**src/rtl/alu_result_buffer.sv**
```systemverilog
// ---------------------------------------------------------------------------
// alu_result_buffer
//
// Purpose:
//   Two-entry FIFO that decouples an ALU from its consumer. Each entry holds
//   the ALU result word, the upper multiply half and the flag vector. The
//   block also keeps a sticky OR of the flags of every accepted word, and can
//   optionally check the parity flag of each accepted word against the
//   result it arrived with.
//
// Parameters:
//   DATA_W  width of the result and upper-result words (default 64)
//   FLAG_W  flag vector width (default 7): carry[0], overflow[1], zero[2],
//           negative[3], parity[4], modulo[5], sign[6]
//
// Ports:
//   clk           rising-edge clock for all state
//   rst_n         synchronous active-low reset
//   in_valid      upstream word valid
//   in_ready      buffer can accept a word (count != 2)
//   in_result     ALU result
//   in_upper      ALU upper multiply half
//   in_flags      ALU flags
//   out_valid     head entry valid (count != 0)
//   out_ready     consumer accepts the head entry
//   out_result    head entry result
//   out_upper     head entry upper half
//   out_flags     head entry flags
//   sticky_flags  OR of flags of all words accepted since the last clear
//   sticky_clr    clears sticky_flags
//   count         occupancy, 0..2
//   par_err       sticky parity-check error
//
// Configuration macro:
//   ALU_RB_PARITY_CHK_EN  when defined, every accepted word has its parity
//                         flag compared against ~^in_result; a mismatch sets
//                         par_err until reset. When undefined, par_err is 0.
// ---------------------------------------------------------------------------
module alu_result_buffer #(
    parameter int DATA_W = 64,
    parameter int FLAG_W = 7
) (
    input  logic              clk,
    input  logic              rst_n,
    input  logic              in_valid,
    output logic              in_ready,
    input  logic [DATA_W-1:0] in_result,
    input  logic [DATA_W-1:0] in_upper,
    input  logic [FLAG_W-1:0] in_flags,
    output logic              out_valid,
    input  logic              out_ready,
    output logic [DATA_W-1:0] out_result,
    output logic [DATA_W-1:0] out_upper,
    output logic [FLAG_W-1:0] out_flags,
    output logic [FLAG_W-1:0] sticky_flags,
    input  logic              sticky_clr,
    output logic [1:0]        count,
    output logic              par_err
);

    // Storage: entries are intentionally not reset, only control state is.
    logic [DATA_W-1:0] result_mem [2];
    logic [DATA_W-1:0] upper_mem  [2];
    logic [FLAG_W-1:0] flags_mem  [2];

    logic              wr_ptr;
    logic              rd_ptr;
    logic [1:0]        count_q;
    logic [FLAG_W-1:0] sticky_q;
    logic              push;
    logic              pop;

    // Handshake status depends only on the registered occupancy, so in_ready
    // never looks at out_ready and there is no combinational path through.
    assign in_ready  = (count_q != 2'd2);
    assign out_valid = (count_q != 2'd0);
    assign push      = in_valid && in_ready;
    assign pop       = out_valid && out_ready;

    assign count        = count_q;
    assign sticky_flags = sticky_q;

    // Head entry is read straight from storage: a word written at an edge
    // shows up on out_* only after that edge, never bypassed.
    assign out_result = result_mem[rd_ptr];
    assign out_upper  = upper_mem[rd_ptr];
    assign out_flags  = flags_mem[rd_ptr];

    always_ff @(posedge clk) begin
        if (!rst_n) begin
            wr_ptr   <= 1'b0;
            rd_ptr   <= 1'b0;
            count_q  <= 2'd0;
            sticky_q <= '0;
        end else begin
            if (push) begin
                wr_ptr <= ~wr_ptr;
            end
            if (pop) begin
                rd_ptr <= ~rd_ptr;
            end
            unique case ({push, pop})
                2'b10:   count_q <= count_q + 2'd1;
                2'b01:   count_q <= count_q - 2'd1;
                default: count_q <= count_q;
            endcase
            // A clear and a push in the same cycle leave exactly the new flags.
            sticky_q <= (sticky_clr ? '0 : sticky_q) | (push ? in_flags : '0);
        end
    end

    // Writes are gated by rst_n so a word offered during reset leaves no trace.
    always_ff @(posedge clk) begin
        if (rst_n && push) begin
            result_mem[wr_ptr] <= in_result;
            upper_mem[wr_ptr]  <= in_upper;
            flags_mem[wr_ptr]  <= in_flags;
        end
    end

`ifdef ALU_RB_PARITY_CHK_EN
    logic par_err_q;

    // The parity flag is expected to equal the XNOR reduction of the result.
    // Once set, the error is held until reset; sticky_clr does not touch it.
    always_ff @(posedge clk) begin
        if (!rst_n) begin
            par_err_q <= 1'b0;
        end else if (push && ((~^in_result) != in_flags[4])) begin
            par_err_q <= 1'b1;
        end
    end

    assign par_err = par_err_q;
`else
    assign par_err = 1'b0;
`endif

endmodule

```
**config.mk**
```make
export PLATFORM = sky130hd
export DESIGN_NAME = alu_result_buffer
export DESIGN_NICKNAME = d
export VERILOG_FILES = /design/src/rtl/alu_result_buffer.sv
export SDC_FILE = /design/constraint.sdc
export NUM_CORES = 1
export LEC_CHECK = 0
export CAP_MARGIN = 20
export CORE_MARGIN = 5
export CORE_UTILIZATION = 43
export CTS_BUF_LIST = sky130_fd_sc_hd__clkbuf_16
export CTS_CLUSTER_SIZE = 40
export DETAILED_ROUTE_END_ITERATION = 7
export GPL_ROUTABILITY_DRIVEN = 0
export MAX_ROUTING_LAYER = met4
export PLACE_DENSITY = 0.84
export SYNTH_ARGS = -nofsm -noshare
export SYNTH_HDL_FRONTEND = slang
export SYNTH_SLANG_ARGS = --single-unit
```
**constraint.sdc**
```tcl
create_clock -name clk -period 8.6 [get_ports clk]
set_clock_uncertainty 0.1 [all_clocks]
set_input_delay 2.15 -clock clk [delete_from_list [all_inputs] [get_ports clk]]
set_output_delay 2.15 -clock clk [all_outputs]
set_load 0.02 [all_outputs]
```
* After elaboration in Yosys (flattened, before gate mapping)
Memories as Yosys holds them, arrays and structs flattened. A register that Yosys moved wholly into a read port is not among the register bits.
Index checks and enable logic that the tools add are counted.
** Storage, ports and cells
- Register bits :: 11
- Bits in latches :: 0
- RAM bits :: 270
- Bits in read-only memories :: 0
- Logic and storage cells :: 31
- Memories :: 3
** Memory list
- result_mem :: words 2, bits a word 64, read ports 1, clocked after memory_dff 1, wr ports 1, line 62 : logic [DATA_W-1:0] result_mem [2];
- upper_mem :: words 2, bits a word 64, read ports 1, clocked after memory_dff 1, wr ports 1, line 63 : logic [DATA_W-1:0] upper_mem [2];
- flags_mem :: words 2, bits a word 7, read ports 1, clocked after memory_dff 1, wr ports 1, line 64 : logic [FLAG_W-1:0] flags_mem [2];
** Operators by class
- $add $sub $neg :: 2
- Multiply operators :: 0
- Divide/modulo/power cells :: 0
- Magnitude comparators :: 0
- Equal/unequal tests :: 3
- Shift operators :: 0
- Mux-type cells :: 11
- Bitwise operators :: 3
- Reduce and logical (&&, ||, !) cells :: 5
** Operator list (count)
- $mux W7 :: 2
- $mux W1 :: 8
- $or A7 B7 Y7 :: 1
- $pmux W2 S2 :: 1
- $reduce_bool A2 Y1 :: 2
- $logic_and A1 B1 Y1 :: 3
- $add A2 B1 Y2 const B :: 1
- $eq A2 B1 Y1 const B :: 1
- $eq A2 B2 Y1 const B :: 1
- $ne A2 B2 Y1 const B :: 1
- $not A1 Y1 :: 2
- $sub A2 B1 Y2 const B :: 1

* Logic depth before layout (Yosys ltp)
- Word-level depth :: 5
- Mapped depth :: 7
- Gate-level depth less buffers :: 7

* Worst setup path before layout
OpenSTA, ideal clock, no wires.
- Path kind :: input -> register
- From :: input rst_n
- To :: memory flags_mem[0][0] (enable)
- Arrival time :: 8406 ps
- Required time :: 7852 ps
- Setup slack :: -553 ps
- Stages on the path :: 3
- Cells stage by stage :: and3_4 buf_6 nor2b_1
** On the way
- Longest elaborated chain between the ends :: 3
** Ends and longest elaborated chain
- start, declared :: line 44 : input logic rst_n,
- $logic_and A1 B1 Y1 :: line 114 : if (rst_n && push) begin
- $mux W1 :: line 114
- $mux W1 (implied by the code) :: line 117 : flags_mem[wr_ptr] <= in_flags;
- end, declared :: line 64
Every way passes these cells.

==> impl_metrics.yaml <==
timing:
  slew_violations: 0
  worst_pin_slew_ns: 1.02
  holdWs_ns: 0.382
  hold_viol_final: 0
  fmax_ghz: 0.194
  fin_crit_sh_pct: 59.8
  slew_headroom_pct: 32.0
  setup_viol: 0
  fin_crit_ns: 5.14
  rsz0062_at_grt: "false"
  fin_setup_tns_ns: 0
clock_tree:
  hold_buffers: 0
  cts_resized: 0
  cts_root_buf: "clkbuf_16"
  clock_path_buffers: 3
  path_clk_slew_ns: 0.06
  cts_setup_buffers: 0
  htreeDepth: 1
  cts_tree: "done"
  numClockSinks: 282
  numCtsBuffers: 29
  insertion_delay_ns: 0.54
global_route:
  grt_max_degree: 76
  grt_pass1_wl_mm: 31.5
  gr-total-overflow: 0
  grt_usage_pct: 15.5
  antenna_found_initial: 0
  grt_pass1_vias: 5688
yosys:
  synth.net_count: 607
  yosys-top-cells-count: "270 x edfxtp_1, 135 x mux2_1, 12 x dfxtp_1, 9 x buf_2, 7 x a22o_1"
  ys_seq_area_share_pct: 81.6
  yosys_warnings: 0
  synth-edff-count: 270
  syn_area_um2: 10200
  synth_top_cell_by_area: "edfxtp_1"
  synth_cells: 466
  yosys_most_used_dff: "edfxtp_1"
  ys_ff_latch: 282
  yosysMostFrequentCell: "edfxtp_1"
  synth_area_leaders: "edfxtp_1 79%, mux2_1 15%, dfxtp_1 2.3%"
  syn_area_per_cell_um2: 21.9
  synthArstFlopShare_pct: 0
  ys_types: 23
  synth_top_area_share_pct: 79.3
placement:
  hpwl_mm: 13.7
  numPortBuffers: 285
detailed_routing:
  via_per_inst: 4.75
  routed_wl_mm: 21.0
  drtIter0Drc: 317
  ant_nets: 0
  num_vias: 5268
  drc_errors: 0
  drt-pass1-iter-count: 4
  wl_per_cell_um: 19.0
power:
  ir_drop_uv: 219
  power.density_nw_per_um2: 273
  total_leakage_power_nw: 4.79
worst_setup_path:
  crit_arrival_ns: 2.89
  end_kind: "primary output"
  cp_max_fo: 53
  worstPathRequired_ns: 6.35
  rr_worst_depth: 5
  timing_worst_setup_path_type: "register to primary output"
  worstSetupStartpointType: "register"
min_path:
  min_path_cells: 1
  hold_class: "register to register"
status:
  status: "completed"
floorplan:
  start_util_pct: 43.6
  die_h_um: 164
  core_um2: 23500
  dieWidth_um: 164
  die_area_um2: 27000
  ios: 287
  rows: 56
finish:
  diodes: 0
  fin_nets: 910
  areaGrowthSynthToFinish_pct: 39.1
  drive_gt1_share_pct: 5.95
  fillCellCount: 1715
job:
  maxCapViolCount: 0
-- layer usage --
layer / part of all wire (%) / vias up / global-route usage (%)
met5: 0 / - / -
met4: 2.2 / 0 / 3.35
met3: 9.5 / 33 / 5.47
met2: 49 / 218 / 25.6
met1: 39 / 2566 / 18.4
li1: - / 2451 / -
-- report_power, final --
group	internal, mW	leakage, nW	switching, mW
clock	0.608	0.454	0.479
combinational	0.538	1.76	0.565
sequential	1.64	2.58	0.0542
total	2.78	4.79	1.10
-- state kept, by name, indices dropped and copies added (netlist names), named ones only --
signal	count
count	2
flags_mem	14
rd_ptr	1
result_mem	128
sticky_flags	7
upper_mem	128
wr_ptr	1
-- final timing paths --
path,from,endpoint,slack [ns]
max,register,out_result[9],3.46
min,sticky_flags[4],sticky_flags[4],0.38
max reg2reg,count[0],result_mem[1][39],5.50
min reg2reg,sticky_flags[4],sticky_flags[4],0.38
-- per-stage QoR --
stage / worst slack [ns] / utilization [%] / total power, mW / area, um2 / instances
final: 3.46 / 60.6 / 3.88 / 14200 / 1109
after CTS: 3.41 / 60.6 / 3.94 / 14200 / 1109
after global placement: 3.41 / 57.1 / 2.82 / 13400 / 1057
after global routing: 3.32 / 60.6 / 4.05 / 14200 / 1109
after floorplan: 2.08 / - / 2.32 / 10200 / 466
after detailed placement: 3.35 / 57.1 / 2.83 / 13400 / 1057
-- final cells by class --
cell class                      count  area (um2)  share of cell area (%)
Timing Repair Buffer              290        2890                    20.3
Tap cell                          319         399                    2.81
Clock inverter                     23         105                   0.739
Sequential cell                   282        8350                    58.7
Multi-Input combinational cell    164        1750                    12.3
Inverter                            2        7.51                  0.0528
Clock buffer                       29         726                    5.10
-- critical path: stages, from the launching register on --
cell and delay, ns:
dfxtp_4 0.65, buf_4 0.67, mux2_1 0.41, clkdlybuf4s50_1 0.56
-- logic make-up (layout without fill, tap and decap cells) --
group	after synthesis	after routing	share of synthesized area, %
AOI/OAI and AO/OA	12	12	0.930
xor gates and xnor gates	3	3	0.257
adders and majority gates	1	1	0.122
buffers and inverters	20	344	1.36
DFF	282	282	81.6
muxes	135	135	14.9
other	1	1	0.0367
and+or+nand+nor	12	12	0.783
-- placed cells by master, fill, tap and decap left out --
cell type and count:
or2_1 1, and2_1 1, clkbuf_16 29, o21a_2 1, clkdlybuf4s50_1 285, or3_1 2
nor2b_1 3, dfxtp_1 11, nand2_1 1, clkinv_1 5, nor2b_4 1, inv_6 3
a21boi_1 2, a22o_1 7, ha_1 1, o21ai_0 2, nor2b_2 1, and2_4 1
mux2_1 135, inv_2 1, and3_4 1, dfxtp_4 1, inv_1 13, conb_1 1
clkinv_2 3, xnor2_1 3, edfxtp_1 270, buf_4 5
(Power assumes the default switching activity.)
